==> src/rtl/cpe_pkg.sv <==
// cpe_pkg: shared constants, kernel FSM states and width helper for the CPE blocks
package cpe_pkg;
  localparam int KERNEL_SIZE = 3;
  localparam int WIDTH = 16;
  localparam int PSUM_LAT = 5;
  typedef enum logic [2:0] {IDLE, LOAD, RUN, DRAIN, DONE} kstate_t;
  function automatic int clog2(input int v);
    int r;
    r = 1;
    while ((1 << r) < v) r++;
    return r;
  endfunction
endpackage

==> src/rtl/cpe_valid_delay.sv <==
// cpe_valid_delay: window-valid bit delayed DEPTH mult_run-qualified edges, pulsed only on advancing cycles
module cpe_valid_delay #(
  parameter int DEPTH = cpe_pkg::PSUM_LAT
) (
  input  logic clock,
  input  logic reset,
  input  logic adv,
  input  logic valid_in,
  output logic valid_out
);
  logic [DEPTH-2:0] sr;
  // the output register is the last stage, so it only holds a result on an advancing cycle
  always_ff @(posedge clock) begin
    if (reset) begin
      sr <= '0;
      valid_out <= 1'b0;
    end else begin
      if (adv) sr <= (sr << 1) | (DEPTH-1)'(valid_in);
      valid_out <= adv & sr[DEPTH-2];
    end
  end
endmodule

==> src/rtl/cpe_kernel_feeder.sv <==
// cpe_kernel_feeder: loads one kernel into the multiplier, then runs one row of windows plus pipeline drain
module cpe_kernel_feeder #(
  parameter int KERNEL_SIZE = cpe_pkg::KERNEL_SIZE,
  parameter int WIDTH = cpe_pkg::WIDTH,
  parameter int PSUM_LAT = cpe_pkg::PSUM_LAT,
  parameter int CNT_W = 16
) (
  input  logic             clock,
  input  logic             reset,
  input  logic             start,
  input  logic [CNT_W-1:0] num_windows,
  input  logic             w_valid,
  input  logic [WIDTH-1:0] w_data,
  output logic             w_ready,
  output logic             kernel_run,
  output logic [WIDTH-1:0] kernel_input,
  output logic             mult_run,
  output logic             pix_adv,
  output logic             psum_valid,
  output logic             busy,
  output logic             done
);
  import cpe_pkg::*;
  localparam int K2 = KERNEL_SIZE * KERNEL_SIZE;
  localparam int LW = clog2(K2);
  localparam int DW = clog2(PSUM_LAT);
  kstate_t state, state_n;
  logic [CNT_W-1:0] n_lat, run_cnt;
  logic [LW-1:0] load_cnt;
  logic [DW-1:0] drain_cnt;
  logic hs, accept, last_w, last_run, last_drain;
  assign w_ready = state == LOAD;
  assign hs = w_valid & w_ready;
  // busy still covers the done cycle, which keeps a start there from being taken
  assign accept = start & (state == IDLE) & ~busy;
  assign last_w = load_cnt == LW'(K2 - 1);
  assign last_run = run_cnt == n_lat - CNT_W'(1);
  assign last_drain = drain_cnt == DW'(PSUM_LAT - 2);
  always_ff @(posedge clock) begin
    if (reset) state <= IDLE;
    else state <= state_n;
  end
  always_comb begin
    state_n = state;
    case (state)
      IDLE: state_n = accept ? LOAD : IDLE;
      LOAD: state_n = (hs & last_w) ? ((n_lat == '0) ? DONE : RUN) : LOAD;
      RUN: state_n = last_run ? DRAIN : RUN;
      DRAIN: state_n = last_drain ? DONE : DRAIN;
      DONE: state_n = IDLE;
      default: state_n = IDLE;
    endcase
  end
  // run outputs lag their state by one edge, so mult_run begins after the last kernel shift
  always_ff @(posedge clock) begin
    if (reset) begin
      n_lat <= '0;
      run_cnt <= '0;
      load_cnt <= '0;
      drain_cnt <= '0;
      kernel_run <= 1'b0;
      kernel_input <= '0;
      mult_run <= 1'b0;
      pix_adv <= 1'b0;
      busy <= 1'b0;
      done <= 1'b0;
    end else begin
      if (accept) n_lat <= num_windows;
      load_cnt <= (state == LOAD) ? load_cnt + LW'(hs) : '0;
      run_cnt <= (state == RUN) ? run_cnt + CNT_W'(1) : '0;
      drain_cnt <= (state == DRAIN) ? drain_cnt + DW'(1) : '0;
      kernel_run <= hs;
      if (hs) kernel_input <= w_data;
      mult_run <= (state == RUN) | (state == DRAIN);
      pix_adv <= state == RUN;
      busy <= (state_n != IDLE) | (state == DONE);
      done <= state == DONE;
    end
  end
  cpe_valid_delay #(.DEPTH(PSUM_LAT)) u_valid_delay (
    .clock(clock),
    .reset(reset),
    .adv(mult_run),
    .valid_in(pix_adv),
    .valid_out(psum_valid)
  );
endmodule

==> config.mk <==
export PLATFORM = sky130hd
export DESIGN_NAME = cpe_kernel_feeder
export DESIGN_NICKNAME = d
export VERILOG_FILES = /design/src/rtl/cpe_pkg.sv /design/src/rtl/cpe_valid_delay.sv /design/src/rtl/cpe_kernel_feeder.sv
export SDC_FILE = /design/constraint.sdc
export NUM_CORES = 1
export LEC_CHECK = 0
export ABC_AREA = 1
export ABC_CLOCK_PERIOD_IN_PS = 1700
export BUFFER_PORTS_ARGS = -buffer_cell sky130_fd_sc_hd__buf_2
export CAP_MARGIN = 20
export CORE_AREA = 2 2 100 102
export CTS_CLUSTER_SIZE = 24
export DETAILED_ROUTE_END_ITERATION = 7
export DIE_AREA = 0 0 102 104
export HOLD_SLACK_MARGIN = 0.05
export PLACE_DENSITY_LB_ADDON = 0.2
export SLEW_MARGIN = 25
export SYNTH_ARGS = -nofsm -noshare
export SYNTH_HDL_FRONTEND = slang
export SYNTH_SLANG_ARGS = --single-unit
==> constraint.sdc <==
create_clock -name clock -period 1.7 [get_ports clock]
set_input_delay 0.17 -clock clock [delete_from_list [all_inputs] [get_ports clock]]
set_output_delay 0.17 -clock clock [all_outputs]
set_load 0.02 [all_outputs]
* Yosys cells after proc, flatten, opt, wreduce, memory -nomap -nowiden
Index checks and enable logic that the tools add are counted.
Word-level totals: register bits 68, bits in latches 0, memory bits (writable) 0, memory bits (read-only) 0, input bits 36, output and inout bits 23, word-level logic and storage cells 48, memories kept 0
Operators by class: add/sub/neg operators 4, $mul 0, div/mod/pow operators 0, magnitude comparators 0, equality and inequality tests 7, shift-type cells 0, mux-type cells 6, bitwise gates (word level) 12, reduce and logical (&&, ||, !) cells 6
Operators by type and width (count):
- $add A16 B1 Y16 const B | 1
- $eq A16 B16 Y1 | 1
- $logic_not A16 Y1 | 1
- $sub A16 B1 Y16 const B | 1
- $pmux W3 S4 | 1
- $eq A3 B2 Y1 const B | 3
- $mux W3 | 3
- $reduce_or A2 Y1 | 3
- $and A1 B1 Y1 | 5
- $add A4 B1 Y4 | 1
- $eq A4 B4 Y1 const B | 1
- $not A1 Y1 | 4
- $or A4 B1 Y4 | 1
- $add A3 B1 Y3 const B | 1
- $eq A3 B1 Y1 const B | 1
- $eq A3 B3 Y1 const B | 1
- $logic_not A3 Y1 | 1
- $reduce_bool A3 Y1 | 1
- $mux W1 | 2
- $or A1 B1 Y1 | 2

* Longest topological paths before layout
Gate-level depths: netlist of the first run.
depth after elaboration 7, mapped depth 15, mapped depth without buffers 15

* Cells and area by module
Synthesis of the first run repeated with hierarchy kept, for this count alone.
Unflattened totals: cells, all modules 451, area total of the unflattened synthesis 3189.3 um^2
By module, submodules not included:
- cpe_kernel_feeder | times used 1, cells each 422, area each 2981.6 um^2
- cpe_valid_delay | times used 1, cells each 29, area each 207.7 um^2

* Worst setup path before layout of the first run
Ideal clock, no wire load.
path type reg-to-reg, start register run_cnt[0], end register run_cnt[14], arrival time 1.477 ns, setup slack 0.110 ns, stages on the path, launching flop included 13, buffers on the path 0, period minus slack after synthesis 1.590 ns, cells stage by stage dfxtp_1 -> ha_1 -> nand2_2 -> nor2_2 -> nand3_2 -> nor2_2 -> nand2_2 -> nor2_4 -> nand3_2 -> nor2_2 -> nand3_1 -> nand2_1 -> a21oi_2
Between the ends: cells in the longest elaborated chain, start to end 1
RTL lines:
- from (decl) | RTL line cpe_kernel_feeder.sv:28 | logic [CNT_W-1:0] n_lat, run_cnt;
- from (signal assigned) | RTL line cpe_kernel_feeder.sv:70 | run_cnt <= (state == RUN) ? run_cnt + CNT_W'(1) : '0;
- $add A16 B1 Y16 | RTL line cpe_kernel_feeder.sv:70
Every way passes these cells. A chain may end at the register's enable or synchronous reset.

* Worst setup path after layout of the first run
start register run_cnt[1], end register run_cnt[14]
Same word-level chain as after synthesis.

==> results.sh, run 1 <==
export IMPL_outcome="finished with violations"
export IMPL_violated_checks="negative setup slack"
export IMPL_finalClockSkew_ps=11.5
export IMPL_number_of_buffers_created_by_cts=9
export IMPL_placeableCoreArea_um2=9550
export IMPL_initial_utilization_pct=33.3
export IMPL_clock_tree_from_tritoncts="done"
export IMPL_synth_common_cells="107 x sky130_fd_sc_hd__nand2_1, 68 x sky130_fd_sc_hd__dfxtp_1, 62 x sky130_fd_sc_hd__nor2_1, 61 x sky130_fd_sc_hd__inv_1, 43 x sky130_fd_sc_hd__a21oi_1"
export IMPL_die_w_um=102
export IMPL_die_h_um=104
export IMPL_timing_fmax_mhz=583
export IMPL_post_place_cells=651
export IMPL_setup_worst_path_start_class="flip-flop"
export IMPL_ctsLongestPathBuffers=2
export IMPL_synth_ff_latch_count=68
export IMPL_finalWorstPathRequiredPeriod_ps=1710
export IMPL_dr_wl_met2_um=3740
export IMPL_num_rows=36
export IMPL_route_top_layer_used="met4"
export IMPL_route_final_wire_length_um=8080
export IMPL_viasPerCell=4.42
export IMPL_largest_net_degree_at_the_start_of_global_routing=25
export IMPL_fin_total_pwr_mw=3.99
export IMPL_design_portCount=59
export IMPL_worst_skew_pair_late_latency_ps=360
export IMPL_cp_top_family="simple AND/OR/NAND/NOR gates"
export IMPL_setup_reg_to_reg_worst_slack_ps=-10
export IMPL_post_route_drc_count=0
export IMPL_vdd_drop_max_uv=626
export IMPL_syn_inst=454
export IMPL_post_drt_wl_per_cell_um=11.8
export IMPL_syn_area_um2=3180
export IMPL_synth_warnings=0
export IMPL_timing_max_transition_violations_final=0
export IMPL_yosys_cell_types_count=29
export IMPL_dr_pass1_iters=5
export IMPL_netlist_top_cells_area="sky130_fd_sc_hd__dfxtp_1 43%, sky130_fd_sc_hd__nand2_1 13%, sky130_fd_sc_hd__nor2_1 7.3%"
export IMPL_first_iter_violations=166
export IMPL_syn2layout_area_growth_pct=34.0
export IMPL_timing_worst_setup_path_type="flip-flop to flip-flop"
export IMPL_grt_antenna_before_repair=0
export IMPL_htreeDepth=3
export IMPL_synth_fp_nets=496
export IMPL_syn_area_per_cell_um2=6.99
export IMPL_preCtsSetupSlack_ps=5.80
export IMPL_leakage_nw=1.88
export IMPL_power_density_nw_per_um2=938
export IMPL_timing_critical_path_required_ps=1960
export IMPL_final_setup_tns_ps=-14.3
export IMPL_grt_setup_unrepaired="yes"
export IMPL_portBuffers=58
export IMPL_post_synth_top_area_fraction_pct=42.9
export IMPL_cp_buffers_inverters=0
export IMPL_slowest_stage="sky130_fd_sc_hd__dfxtp_4"
export IMPL_fraction_of_layout_cells_with_a_size_suffix_above_1_pct=26.4
export IMPL_max_slew_margin_rel_pct=68.7
export IMPL_floorplan_die_area_um2=10600
export IMPL_synth_ff_type="sky130_fd_sc_hd__dfxtp_1"
export IMPL_report_final_setup_viol=1
export IMPL_hold_violations=0
export IMPL_seq_total_area_yosys_pct=42.9
export IMPL_final_critical_path_setup_slack_ps=-14.3
export IMPL_number_of_enable_type_register_cells_in_the_synthesized_netlist=0
export IMPL_post_layout_nonfiller_instances=683
export IMPL_met3WireLength_um=305
export IMPL_worst_endpoint_arrival_ps=1970
export IMPL_cts_root_buf="sky130_fd_sc_hd__clkbuf_8"
export IMPL_vias=3019
export IMPL_crit_path_end_kind="flip-flop"
export IMPL_global_route_wire_length_before_repair_um=12900
export IMPL_timing_critical_path_slowest_cell_delay_ps=370
export IMPL_antenna_cells_inserted=0
export IMPL_synth_most_common_cell="sky130_fd_sc_hd__nand2_1"
export IMPL_cts_clock_pin_slew_for_the_worst_setup_and_hold_paths_ps=80
export IMPL_synth_largest_area_cell="sky130_fd_sc_hd__dfxtp_1"
export IMPL_max_cap_viol=0
export IMPL_tritoncts_num_sinks=68
export IMPL_detailed_place_hpwl_um=5700
export IMPL_globalplace_congestion=0.841
export IMPL_drt_antenna_violating_nets=0
export IMPL_async_flop_share_pct=0
export IMPL_worst_path_most_repeated_cell="sky130_fd_sc_hd__nor2_4"
export IMPL_fin_nets=587
export IMPL_critical_path_cell_list="ha_4 -> nand2_4 -> nor2_4 -> nand3_4 -> nor2_4 -> nand2_2 -> nor2_4 -> nand3_4 -> nor2_4 -> nand3_2 -> nand2_2 -> a21oi_2"
export IMPL_global_route_usage_total_pct=15.1
export IMPL_grt_remaining_overflow=0
export IMPL_crit_fanout=3
export IMPL_layout_worst_path_cycle_share_pct=101
export IMPL_timing_worst_slew_pin_value_ps=469
export IMPL_layout_core_utilization_pct=44.6
export IMPL_hold_path_class="input port to flip-flop"
export IMPL_drt_met1_wl_um=3930
export IMPL_first_global_vias=2768
## logic make-up (layout without fill, tap and decap cells)
family / count (synthesis) / after routing / synth area share [%]
and+or+nand+nor: 214 / 214 / 29.1
adders and majority gates: 6 / 6 / 2.36
xor gates and xnor gates: 15 / 15 / 4.14
AOI/OAI and AO/OA: 79 / 79 / 13.0
DFF: 68 / 68 / 42.9
buffers and inverters: 72 / 168 / 8.55
## flip-flops by register name, summed over array words and instances, names as in the netlist
| name | cells |
|---|---|
| done | 1 |
| run_cnt | 16 |
| u_valid_delay.sr | 4 |
| mult_run | 1 |
| drain_cnt | 3 |
| pix_adv | 1 |
| load_cnt | 4 |
| kernel_run | 1 |
| state | 3 |
| u_valid_delay.valid_out | 1 |
| busy | 1 |
| n_lat | 16 |
| kernel_input | 16 |
## routing by layer
layer  up-vias  track usage (%)
li1       1612                -
met1      1358             21.2
met3         7             3.63
met2        42             22.5
met4         0             5.43
met5         -                0
## tightest hold or removal path: stages
cell	delay, ps
sky130_fd_sc_hd__buf_2	100
sky130_fd_sc_hd__nand2_1	50
sky130_fd_sc_hd__a21oi_1	50
## layout by cell type (no fill, tap or decap), drive strengths merged, types with 2 or more instances in the layout
master and instances:
a21oi 44, inv 62, ha 6, xor2 8
xnor2 7, dlygate4sd3 11, clkinvlp 4, nand2 111
nor2 70, dfxtp 68, nand3 19, nand4 5
buf 78, clkbuf 11, bufinv 2, nor3 4
o21ai 31
## per-stage QoR
step	instance area, um2	hold slack (ps)
2_1_floorplan	3180	305
3_3_place_gp	3710	399
3_5_place_dp	3710	409
4_1_cts	4050	51.4
5_1_grt	4260	72.1
6_report	4260	61.5
## where the power goes
part	internal, mW	switching, mW
sequential	1.66	0.0739
combinational	0.294	0.428
clock	0.872	0.665
## path summary, 6_finish.rpt
check | endpoint | start | cells after the start
min reg2reg | drain_cnt[0]$_SDFF_PP0_ | drain_cnt[0]$_SDFF_PP0_ | 1
max | run_cnt[14]$_SDFF_PP0_ | run_cnt[1]$_SDFF_PP0_ | 12
min | kernel_input[14]$_SDFFE_PP0P_ | w_data[14] | 3
max reg2reg | run_cnt[14]$_SDFF_PP0_ | run_cnt[1]$_SDFF_PP0_ | 12
## layout make-up
cell class,instances,area (um2)
clock buffer,11,141
clock inverter,5,83.8
fill,997,5290
inverter,62,239
multi-input combinational,314,1690
sequential,68,1380
tap,133,166
timing repair buffer,89,551
timing repair inverter,1,7.51
## timing repair
action,CTS,global route
gates cloned,0,1
setup endpoints to repair,2,13
hold endpoints to repair,11,0
buffers inserted,0,4
pin swaps,0,21
hold buffers,11,0
resized for setup,1,51
No activity file was read; power rests on OpenSTA's default activity.
==> inputs of run 2 (changes only) <==
- CTS_BUF_LIST: not set -> sky130_fd_sc_hd__clkbuf_8
- GPL_ROUTABILITY_DRIVEN: not set -> 1
==> results.sh, run 2 (synthesized netlist as in run 1, its figures left out) <==
export IMPL_setup_worst_path_start_class="flip-flop"
export IMPL_grt_setup_unrepaired="yes"
export IMPL_design_portCount=59
export IMPL_setup_reg_to_reg_worst_slack_ps=-10
export IMPL_hp_start="w_data[14]"
export IMPL_min_to="kernel_input[14]$_SDFFE_PP0P_"
export IMPL_reg2reg_from="run_cnt[1]$_SDFF_PP0_"
export IMPL_layout_top_registers="kernel_input x16, n_lat x16, run_cnt x16"
export IMPL_post_drt_wl_per_cell_um=11.8
export IMPL_first_global_vias=2768
export IMPL_layout_worst_path_cycle_share_pct=101
export IMPL_viasPerCell=4.42
export IMPL_worst_skew_pair_late_latency_ps=360
export IMPL_crit_path_end_kind="flip-flop"
export IMPL_route_final_wire_length_um=8090
export IMPL_drt_antenna_violating_nets=0
export IMPL_timing_max_transition_violations_final=0
export IMPL_tritoncts_num_sinks=68
export IMPL_pwr_share_comb_pct=18.1
export IMPL_worst_endpoint_arrival_ps=1970
export IMPL_post_route_drc_count=0
export IMPL_max_cap_viol=0
export IMPL_globalplace_congestion=0.841
export IMPL_crit_fanout=3
export IMPL_grt_remaining_overflow=0
export IMPL_layout_core_utilization_pct=44.6
export IMPL_floorplan_die_area_um2=10600
export IMPL_power_clock_fraction_pct=38.4
export IMPL_global_route_wire_length_before_repair_um=12900
export IMPL_post_place_cells=651
export IMPL_timing_critical_path_required_ps=1960
export IMPL_global_route_usage_total_pct=15.1
export IMPL_switching_share_pct=29.3
export IMPL_seq_power_share_pct=43.5
export IMPL_detailed_place_hpwl_um=5700
export IMPL_cts_root_buf="sky130_fd_sc_hd__clkbuf_8"
export IMPL_finalWorstPathRequiredPeriod_ps=1710
export IMPL_violated_checks="negative setup slack"
export IMPL_final_seq_area_um2=1380
export IMPL_ff2ff_path_depth=12
export IMPL_largest_net_degree_at_the_start_of_global_routing=25
export IMPL_placement_cell_area_um2=3710
export IMPL_netSwitchingPower_mw=1.17
export IMPL_post_layout_nonfiller_instances=683
export IMPL_area_occupied_by_multi_input_gates_um2=1690
export IMPL_layout_cell_area_non_filler_um2=4260
export IMPL_num_rows=36
export IMPL_preCtsSetupSlack_ps=5.80
export IMPL_portBuffers=58
export IMPL_die_h_um=104
export IMPL_first_iter_violations=161
export IMPL_layout_commonest_cell="sky130_fd_sc_hd__nand2_1"
export IMPL_dr_pass1_iters=4
export IMPL_report_final_setup_viol=1
export IMPL_timing_fmax_mhz=584
export IMPL_antenna_cells_inserted=0
export IMPL_vdd_drop_max_uv=626
export IMPL_clock_tree_from_tritoncts="done"
export IMPL_die_w_um=102
export IMPL_initial_utilization_pct=33.3
export IMPL_hold_violations=0
export IMPL_timing_worst_slew_pin_value_ps=477
export IMPL_cell_internal_pwr_mw=2.82
export IMPL_cts_clock_pin_slew_for_the_worst_setup_and_hold_paths_ps=80
export IMPL_syn2layout_area_growth_pct=34.0
export IMPL_power_density_nw_per_um2=937
export IMPL_grt_antenna_before_repair=0
export IMPL_timing_worst_setup_path_type="flip-flop to flip-flop"
export IMPL_final_critical_path_setup_slack_ps=-13.7
export IMPL_vias=3016
export IMPL_ctsLongestPathBuffers=2
export IMPL_timing_rr_end="run_cnt[14]$_SDFF_PP0_"
export IMPL_commonest_cells_after_routing_fill_and_taps_aside="102 x sky130_fd_sc_hd__nand2_1, 60 x sky130_fd_sc_hd__dfxtp_1, 58 x sky130_fd_sc_hd__inv_1, 58 x sky130_fd_sc_hd__buf_2, 52 x sky130_fd_sc_hd__nor2_1"
export IMPL_fillCellCount=997
export IMPL_leakage_nw=1.88
export IMPL_number_of_buffers_created_by_cts=9
export IMPL_worst_hold_path_cells=3
export IMPL_placeableCoreArea_um2=9550
export IMPL_outcome="finished with violations"
export IMPL_hold_path_class="input port to flip-flop"
export IMPL_htreeDepth=3
export IMPL_finalClockSkew_ps=12.0
export IMPL_max_slew_margin_rel_pct=68.2
export IMPL_fraction_of_layout_cells_with_a_size_suffix_above_1_pct=26.4
export IMPL_fin_nets=587
[run 2: per-stage QoR]
step           hold WS (ps)  power [mW]  setup TNS (ps)
2_1_floorplan           305        2.19               0
3_3_place_gp            399        2.37               0
3_5_place_dp            409        2.37               0
4_1_cts                51.1        3.92               0
5_1_grt                72.1        4.20            -324
6_report               59.1        3.99           -13.7
[run 2: layout make-up]
cell class	count	area share, %
repair inverters	1	0.176
clock buffers	10	3.23
repair buffers	89	12.9
inverters	62	5.61
flip-flops and latches	68	32.3
well taps	133	3.91
clock inverters	6	2.06
multi-input cells	314	39.7
[run 2: critical path: stages (launching register included)]
cell and delay, ps:
sky130_fd_sc_hd__dfxtp_4 370, sky130_fd_sc_hd__ha_4 150, sky130_fd_sc_hd__nand2_4 60, sky130_fd_sc_hd__nor2_4 140, sky130_fd_sc_hd__nand3_4 100, sky130_fd_sc_hd__nor2_4 130, sky130_fd_sc_hd__nand2_2 70, sky130_fd_sc_hd__nor2_4 150
sky130_fd_sc_hd__nand3_4 90, sky130_fd_sc_hd__nor2_4 170, sky130_fd_sc_hd__nand3_2 90, sky130_fd_sc_hd__nand2_2 70, sky130_fd_sc_hd__a21oi_2 30
[run 2: worst max path at each step]
stage                                startpoint                endpoint  slack, ps  cells past startpoint
after global routing      run_cnt[1]$_SDFF_PP0_  run_cnt[14]$_SDFF_PP0_       -120                     12
after CTS                 run_cnt[1]$_SDFF_PP0_  run_cnt[14]$_SDFF_PP0_          1                     12
final                     run_cnt[1]$_SDFF_PP0_  run_cnt[14]$_SDFF_PP0_        -10                     12
after floorplan           run_cnt[0]$_SDFF_PP0_  run_cnt[14]$_SDFF_PP0_        110                     12
after global placement    n_lat[0]$_SDFFE_PP0P_         busy$_SDFF_PP0_         50                     14
after detailed placement  n_lat[0]$_SDFFE_PP0P_         busy$_SDFF_PP0_          6                     14
[run 2: routing by layer]
layer | track usage (%) | up-vias | wire [um]
li1 | - | 1612 | -
met1 | 21.2 | 1353 | 3950
met2 | 22.5 | 44 | 3730
met3 | 3.63 | 7 | 306
met4 | 5.43 | 0 | 104
met5 | 0 | - | 0
[run 2: repair_timing]
action / CTS / global route
resized for setup: 1 / 51
setup buffers: 0 / 4
hold buffers: 11 / 0
endpoints found under the hold margin: 11 / 0
pin swaps: 0 / 21
setup endpoints to repair: 2 / 13
gates cloned: 0 / 1
[run 2: power by group through the flow]
stage          sequential (mW)  clock, mW  combinational (mW)
2_1_floorplan             1.77          0               0.417
6_report                  1.74       1.53               0.722
4_1_cts                   1.72       1.56               0.642
3_5_place_dp              1.76          0               0.614
3_3_place_gp              1.76          0               0.611
5_1_grt                   1.74       1.63               0.820
